### src/rtl/tdm_demux4_rx.sv
// -----------------------------------------------------------------------------
// tdm_demux4_rx
//
// Serial receive end of the 4-channel time-division link. The transmitter
// sends frames of the form
//     SYNC_WORD (8 bits) | ch0 | ch1 | ch2 | ch3 (WIDTH bits each) [| P]
// all MSB first. This block hunts for the sync word in the incoming bit
// stream, decodes the four channel words and commits them together once per
// frame. It then checks the sync word in front of every following frame to
// track lock. A small flywheel tolerates up to MISS_LIMIT-1 consecutive bad
// sync words before it gives up alignment and returns to hunting.
//
// Parameters:
//   WIDTH       bits per channel word (1..16)
//   SYNC_WORD   8-bit frame alignment word (nonzero)
//   MISS_LIMIT  consecutive bad sync words that drop lock (1..7)
//
// Optional build macro:
//   TDM_PARITY_EN  when defined, an even-parity bit P follows ch3. The commit
//                  moves to the edge that accepts P. A frame whose parity
//                  fails is not committed and pulses parity_err instead.
//
// Ports:
//   clk          system clock, rising edge
//   reset        asynchronous, active-high reset
//   din          serial data bit, MSB first
//   din_valid    din is accepted only on edges where this is 1
//   ch0..ch3     decoded channel words, registered, held between commits
//   frame_valid  one-cycle pulse in the cycle after ch0..ch3 update
//   locked       alignment confirmed by at least one repeated sync word
//   parity_err   (TDM_PARITY_EN only) one-cycle pulse on a parity failure
// -----------------------------------------------------------------------------
module tdm_demux4_rx #(
    parameter int unsigned WIDTH      = 8,
    parameter logic [7:0]  SYNC_WORD  = 8'hA5,
    parameter int unsigned MISS_LIMIT = 2
) (
    input  logic             clk,
    input  logic             reset,
    input  logic             din,
    input  logic             din_valid,
    output logic [WIDTH-1:0] ch0,
    output logic [WIDTH-1:0] ch1,
    output logic [WIDTH-1:0] ch2,
    output logic [WIDTH-1:0] ch3,
    output logic             frame_valid,
    output logic             locked
`ifdef TDM_PARITY_EN
   ,output logic             parity_err
`endif
);

    // Number of slot words that must be buffered before the commit. Without
    // parity, slot 3 is taken straight from the assembly path on the commit
    // edge, so only slots 0..2 need storage.
`ifdef TDM_PARITY_EN
    localparam int NBUF = 4;
`else
    localparam int NBUF = 3;
`endif

    // The assembly shift register only has to remember WIDTH-1 bits: the
    // current bit completes the word combinationally.
    localparam int         SW       = (WIDTH > 1) ? WIDTH - 1 : 1;
    localparam logic [4:0] LAST_BIT = 5'(WIDTH - 1);
    localparam logic [2:0] MISS_LIM = 3'(MISS_LIMIT);

    typedef enum logic [1:0] {
        S_HUNT   = 2'd0,
        S_DATA   = 2'd1,
        S_CHECK  = 2'd2,
        S_PARITY = 2'd3
    } state_t;

    // ------------------------------------------------------------------
    // Registers
    // ------------------------------------------------------------------
    state_t           r_state;
    logic [6:0]       r_sync_sr;     // last 7 accepted bits (HUNT and CHECK)
    logic [3:0]       r_fill;        // bits seen in HUNT, saturates at 8
    logic [2:0]       r_miss;        // consecutive bad sync words
    logic [1:0]       r_slot;        // channel slot being assembled
    logic [4:0]       r_bit_cnt;     // bit within slot, or within sync in CHECK
    logic [SW-1:0]    r_shift;       // slot assembly register
    logic [WIDTH-1:0] r_ch0;
    logic [WIDTH-1:0] r_ch1;
    logic [WIDTH-1:0] r_ch2;
    logic [WIDTH-1:0] r_ch3;
    logic             r_frame_valid;
    logic             r_locked;
`ifdef TDM_PARITY_EN
    logic             r_parity;      // running XOR of the frame's data bits
    logic             r_parity_err;
`endif

    // ------------------------------------------------------------------
    // Combinational helpers
    // ------------------------------------------------------------------
    logic [7:0]       w_sync_next;   // sync window including the current bit
    logic [WIDTH-1:0] w_word;        // slot word including the current bit
    logic             w_word_done;   // this edge completes a slot word
    logic [WIDTH-1:0] w_buf [0:NBUF-1];

    assign w_sync_next = {r_sync_sr, din};
    assign w_word_done = (r_state == S_DATA) && din_valid && (r_bit_cnt == LAST_BIT);

    generate
        if (WIDTH > 1) begin : g_word_wide
            assign w_word = {r_shift, din};
        end else begin : g_word_narrow
            assign w_word = din;
        end
    endgenerate

    // ------------------------------------------------------------------
    // Slot buffers: each one captures its word on the edge that completes
    // that slot, so all of ch0..ch3 can be loaded on a single commit edge.
    // ------------------------------------------------------------------
    generate
        for (genvar gi = 0; gi < NBUF; gi++) begin : g_slot
            logic [WIDTH-1:0] r_word;

            always_ff @(posedge clk or posedge reset) begin
                if (reset) begin
                    r_word <= '0;
                end else if (w_word_done && (r_slot == 2'(gi))) begin
                    r_word <= w_word;
                end
            end

            assign w_buf[gi] = r_word;
        end
    endgenerate

    // ------------------------------------------------------------------
    // Framing state machine with registered outputs
    // ------------------------------------------------------------------
    always_ff @(posedge clk or posedge reset) begin
        if (reset) begin
            r_state       <= S_HUNT;
            r_sync_sr     <= '0;
            r_fill        <= '0;
            r_miss        <= '0;
            r_slot        <= '0;
            r_bit_cnt     <= '0;
            r_shift       <= '0;
            r_ch0         <= '0;
            r_ch1         <= '0;
            r_ch2         <= '0;
            r_ch3         <= '0;
            r_frame_valid <= 1'b0;
            r_locked      <= 1'b0;
`ifdef TDM_PARITY_EN
            r_parity      <= 1'b0;
            r_parity_err  <= 1'b0;
`endif
        end else begin
            // Pulses last one cycle regardless of din_valid.
            r_frame_valid <= 1'b0;
`ifdef TDM_PARITY_EN
            r_parity_err  <= 1'b0;
`endif
            if (din_valid) begin
                case (r_state)
                    S_HUNT: begin
                        r_sync_sr <= w_sync_next[6:0];
                        if (r_fill != 4'd8) begin
                            r_fill <= r_fill + 4'd1;
                        end
                        // fill >= 7 before this bit means the window is full
                        // once the current bit is counted.
                        if ((r_fill >= 4'd7) && (w_sync_next == SYNC_WORD)) begin
                            r_state   <= S_DATA;
                            r_slot    <= '0;
                            r_bit_cnt <= '0;
`ifdef TDM_PARITY_EN
                            r_parity  <= 1'b0;
`endif
                        end
                    end

                    S_DATA: begin
                        r_shift <= w_word[SW-1:0];
`ifdef TDM_PARITY_EN
                        r_parity <= r_parity ^ din;
`endif
                        if (r_bit_cnt == LAST_BIT) begin
                            r_bit_cnt <= '0;
                            r_slot    <= r_slot + 2'd1;
                            if (r_slot == 2'd3) begin
`ifdef TDM_PARITY_EN
                                r_state <= S_PARITY;
`else
                                // Commit: ch3 comes straight from the
                                // assembly path, including this edge's bit.
                                r_ch0         <= w_buf[0];
                                r_ch1         <= w_buf[1];
                                r_ch2         <= w_buf[2];
                                r_ch3         <= w_word;
                                r_frame_valid <= 1'b1;
                                r_state       <= S_CHECK;
`endif
                            end
                        end else begin
                            r_bit_cnt <= r_bit_cnt + 5'd1;
                        end
                    end

`ifdef TDM_PARITY_EN
                    S_PARITY: begin
                        // Even parity over all data bits plus P.
                        if ((r_parity ^ din) == 1'b0) begin
                            r_ch0         <= w_buf[0];
                            r_ch1         <= w_buf[1];
                            r_ch2         <= w_buf[2];
                            r_ch3         <= w_buf[3];
                            r_frame_valid <= 1'b1;
                        end else begin
                            r_parity_err  <= 1'b1;
                        end
                        r_state   <= S_CHECK;
                        r_bit_cnt <= '0;
                    end
`endif

                    S_CHECK: begin
                        r_sync_sr <= w_sync_next[6:0];
                        if (r_bit_cnt == 5'd7) begin
                            r_bit_cnt <= '0;
                            if (w_sync_next == SYNC_WORD) begin
                                r_miss   <= '0;
                                r_locked <= 1'b1;
                                r_state  <= S_DATA;
                                r_slot   <= '0;
`ifdef TDM_PARITY_EN
                                r_parity <= 1'b0;
`endif
                            end else if ((r_miss + 3'd1) == MISS_LIM) begin
                                // Too many misses in a row: alignment is lost,
                                // restart the hunt with an empty window.
                                r_locked <= 1'b0;
                                r_miss   <= '0;
                                r_fill   <= '0;
                                r_state  <= S_HUNT;
                            end else begin
                                // Flywheel: assume the frame is still aligned
                                // and keep decoding.
                                r_miss   <= r_miss + 3'd1;
                                r_state  <= S_DATA;
                                r_slot   <= '0;
`ifdef TDM_PARITY_EN
                                r_parity <= 1'b0;
`endif
                            end
                        end else begin
                            r_bit_cnt <= r_bit_cnt + 5'd1;
                        end
                    end

                    default: begin
                        r_state <= S_HUNT;
                    end
                endcase
            end
        end
    end

    // ------------------------------------------------------------------
    // Outputs
    // ------------------------------------------------------------------
    assign ch0         = r_ch0;
    assign ch1         = r_ch1;
    assign ch2         = r_ch2;
    assign ch3         = r_ch3;
    assign frame_valid = r_frame_valid;
    assign locked      = r_locked;
`ifdef TDM_PARITY_EN
    assign parity_err  = r_parity_err;
`endif

endmodule

### config.mk
export PLATFORM = sky130hd
export DESIGN_NAME = tdm_demux4_rx
export DESIGN_NICKNAME = d
export VERILOG_FILES = /design/src/rtl/tdm_demux4_rx.sv
export SDC_FILE = /design/constraint.sdc
export NUM_CORES = 1
export LEC_CHECK = 0
export ABC_AREA = 1
export CAP_MARGIN = 15
export CORE_ASPECT_RATIO = 0.5
export CORE_UTILIZATION = 46
export DETAILED_ROUTE_END_ITERATION = 10
export PLACE_DENSITY = 0.76
export SKIP_CTS_REPAIR_TIMING = 1
export SYNTH_ARGS = -nofsm -noshare
export SYNTH_HDL_FRONTEND = slang
export SYNTH_SLANG_ARGS = --single-unit
### constraint.sdc
create_clock -name clk -period 6.2 [get_ports clk]
set_input_delay 1.24 -clock clk [delete_from_list [all_inputs] [get_ports clk]]
set_output_delay 1.24 -clock clk [all_outputs]
set_load 0.01 [all_outputs]
==> parameters.txt <==
Parameter                              Value

Run status
  Run status ... finished, final reports clean

Placement
  Port Buffer Count ... 37
  Dpl cell area ... 0.00423 mm²
  Routability cong. ... 0.793
  Detailed Place HPWL ... 4720 µm

Global routing
  Global route total overflow ... 0
  First-pass GRT wire length ... 12300 µm
  Number of antenna violations at the first check in global routing ... 0
  Overall Global Routing Usage ... between 10% and 20%
  Largest net degree at the start of global routing ... 62
  Vias in the first global route ... between 2k and 3k

Floorplanning
  Overall die height ... 66.2 µm
  Floorplan die width ... 130 µm
  Cell Rows ... 22
  Starting density of the core ... 49.5%
  Core area ... between 0.007 and 0.008 mm²
  I/O pin cnt ... 38
  Die area ... 0.00862 mm²

Timing
  Final setup TNS ... 0 ns
  Final Hold Fails ... 0
  Setup violators final ... 0
  Maximum clock skew at final layout ... 0.00575 ns
  Min Clock Period, post-route ... 3.24 ns
  Worst slew margin relative to its limit ... slightly above 50%
  Worst Tran Pin Value ... 0.726 ns
  FMAX ... approximately 0.31 GHz
  Setup repair after global routing missed its margin ... false
  Crit share post-route ... 52.2%
  Max Slew Vio Count ... 0

Drt
  First-pass DRT Iterations ... 4
  DRC viols ... 0
  Count of routing violations after the opening detailed-route iteration ... approximately 140
  Antenna Nets Post-Route ... 0
  WL final ... 7150 µm
  Vias post-DR ... approximately 2.7k
  Routed length per instance ... 12.4 µm
  Via-per-instance ratio ... 4.75

Worst setup path
  Endpoint class of the critical path ... flop
  Max incr delay on CP ... approximately 0.55 ns
  R2R Path Start ... r_state[1]$_DFFE_PP0P_
  Slowest cell on crit path ... sky130_fd_sc_hd__nand2_2
  Data required time at the worst endpoint ... about 6.4 ns
  Path type of the worst setup path ... input pin to flop
  Endpoint of the most critical register-to-register path ... ch2[4]$_DFFE_PP0P_
  Family with the most delay on the worst path ... simple AND/OR/NAND/NOR gates
  WP data arrival ... about 3.5 ns
  Crit start category ... input pin
  Critical path fanouts, max ... 41
  Worst Path Buf+Inv ... 2
  CP cell instances ... clkdlybuf4s50_1 -> nand2_2 -> nor2_4 -> nand2_2 -> clkinv_2 -> nand2_1 -> nand2_1
  Reg2reg setup slack ... around 3.7 ns
  Reg2reg path depth ... 8

CTS
  Depth of the CTS H-tree ... 3
  CTS tree ... yes
  Insertion delay of the later-clocked pin in the worst-skew pair ... 0.34 ns
  Root buffer cell ... sky130_fd_sc_hd__clkbuf_16
  Maximum buffer depth of the clock tree ... 2
  Clock transition at the register clock pins on the worst setup and hold paths after CTS ... 0.06 ns
  Number of clock sinks ... between 80 and 90
  Total CTS buffers ... 9

Final layout
  Total non-filler cell area in the finished layout ... 0.00453 mm²
  Fraction of layout instances using a drive strength above 1 ... 6.85%
  Final layout net count ... between 400 and 500
  Most used cells in the layout excluding fill and tap cells ... sky130_fd_sc_hd__nand2_1, sky130_fd_sc_hd__dfrtp_1, sky130_fd_sc_hd__inv_1
  Most common library cell in the layout ignoring fill and taps ... sky130_fd_sc_hd__nand2_1
  Area grow syn2layout ... 19.6%
  Number of inserted diodes ... 0

Synthesis
  Number of standard cells after synthesis ... 423
  Number of distinct standard cells referenced by the synthesized netlist ... 25
  Post-Synthesis Net Count ... between 400 and 500
  Register area share after synthesis ... 58.1%
  Warnings, synthesis ... 0
  Flip-flop and latch count after synthesis ... approximately 90
  Combined area of all synthesized cells ... ~0.0038 mm²
  Post-synthesis area per instance ... 8.96 µm²

Hold path
  Worst Min Path Start ... g_slot[2].r_word[3]$_DFFE_PP0P_
  Sink of the worst hold path ... ch2[3]$_DFFE_PP0P_
  Class of the worst hold path ... flop to flop
  Hold path cells ... 2

Run
  Number of max-cap violations ... 0

Pwr
  Leakage power summed over all cells ... 2.24 nW
  Power density of the placed cells ... 340 mW/mm²
  Maximum ir drop on the vdd rail ... ~0.17 mV
## final cells by class
| cell class | count | area [µm²] |
|---|---|---|
| fillers | 708 | 3120 |
| flip-flops and latches | 88 | 2200 |
| multi-input cells | 284 | 1350 |
| repair buffers | 39 | 385 |
| clock buffers | 9 | 225 |
| inverters | 40 | 153 |
| well taps | 108 | 135 |
| clock inverters | 7 | 77.6 |
## per-stage QoR
step | worst slack (ns) | hold WS [ns] | power [W] | cells | util (%)
after floorplan | 2.68 | 0.442 | 0.000922 | 423 | -
after detailed placement | 2.59 | 0.462 | 0.00100 | 559 | 55.3
after global routing | 2.70 | 0.503 | 0.00164 | 575 | 59.2
after global placement | 2.66 | 0.452 | 0.000994 | 559 | 55.3
final | 2.96 | 0.478 | 0.00154 | 575 | 59.2
after CTS | 2.96 | 0.483 | 0.00155 | 575 | 59.2
## worst max path at each step
stage / slack [ns] / start / endpoint / cells past startpoint
finish: 2.96 / din_valid / ch2[4]$_DFFE_PP0P_ / 7
global route: 2.70 / din_valid / ch2[0]$_DFFE_PP0P_ / 7
CTS: 2.96 / din_valid / ch2[4]$_DFFE_PP0P_ / 7
detailed placement: 2.59 / din_valid / ch1[6]$_DFFE_PP0P_ / 7
global placement: 2.66 / din_valid / ch1[6]$_DFFE_PP0P_ / 7
floorplan: 2.68 / reset / ch0[0]$_DFFE_PP0P_ / 1
## synth_stat cells
| library cell | instances | share of area, % |
|---|---|---|
| sky130_fd_sc_hd__nand3_1 | 11 | 1.5 |
| sky130_fd_sc_hd__buf_2 | 5 | 0.66 |
| sky130_fd_sc_hd__dfrtp_1 | 88 | 58 |
| sky130_fd_sc_hd__a21oi_1 | 3 | 0.40 |
| sky130_fd_sc_hd__nor3b_1 | 1 | 0.20 |
| sky130_fd_sc_hd__nor2_2 | 1 | 0.17 |
| sky130_fd_sc_hd__nor3_1 | 1 | 0.13 |
| sky130_fd_sc_hd__clkinv_2 | 1 | 0.13 |
| sky130_fd_sc_hd__xor2_1 | 3 | 0.69 |
| sky130_fd_sc_hd__nand2_1 | 167 | 17 |
| sky130_fd_sc_hd__or2_2 | 1 | 0.17 |
| sky130_fd_sc_hd__o21ai_1 | 32 | 4.2 |
| sky130_fd_sc_hd__buf_4 | 1 | 0.20 |
| sky130_fd_sc_hd__ha_1 | 13 | 4.3 |
| sky130_fd_sc_hd__nor2_1 | 11 | 1.1 |
| sky130_fd_sc_hd__buf_6 | 4 | 1.2 |
| sky130_fd_sc_hd__nor3_4 | 1 | 0.43 |
| sky130_fd_sc_hd__a21o_1 | 1 | 0.20 |
| sky130_fd_sc_hd__nand3_2 | 2 | 0.53 |
| sky130_fd_sc_hd__o22ai_1 | 3 | 0.50 |
| sky130_fd_sc_hd__o21ai_0 | 26 | 3.4 |
| sky130_fd_sc_hd__nor2_4 | 1 | 0.30 |
| sky130_fd_sc_hd__inv_1 | 39 | 3.9 |
| sky130_fd_sc_hd__nand2_2 | 6 | 0.99 |
| sky130_fd_sc_hd__clkbuf_1 | 1 | 0.099 |
## flip-flops by register name, indices dropped and copies added, names as in the netlist
register       cells
ch0                8
ch3                8
g_slot.r_word     24
r_miss             3
r_sync_sr          7
ch2                8
ch1                8
r_fill             4
frame_valid        1
r_shift            7
r_bit_cnt          5
locked             1
r_state            2
r_slot             2
## worst reg2reg max path, delay by kind of cell (launching register included)
kind,cells,cell delay (ns)
DFF,1,0.39
buffers and inverters,2,0.59
and+or+nand+nor,5,1.13
adders and majority gates,1,0.24
## layer usage
metal  global-route usage (%)  vias to the layer above  share of wire, %
li1                         -                     1407                 -
met1                     24.3                     1277                48
met4                     5.17                        0               1.4
met3                     7.04                       10               3.6
met2                     32.0                       36                47
met5                        0                        -                 0
## power breakdown
| part | leakage (nW) | internal [W] | switching, W | total (W) |
|---|---|---|---|---|
| Sequential | 1.19 | 0.000638 | 0.0000489 | 0.000687 |
| Combinational | 0.904 | 0.0000994 | 0.000208 | 0.000307 |
| Clock | 0.146 | 0.000316 | 0.000230 | 0.000545 |
## logic make-up after synthesis
logic type,share of synthesized area [%]
compound gates,8.75
xor+xnor,0.694
fa+ha+maj,4.29
buf+inv,6.14
flops,58.1
simple gates,22.0
Note: power is estimated with default switching activity, not from simulation.
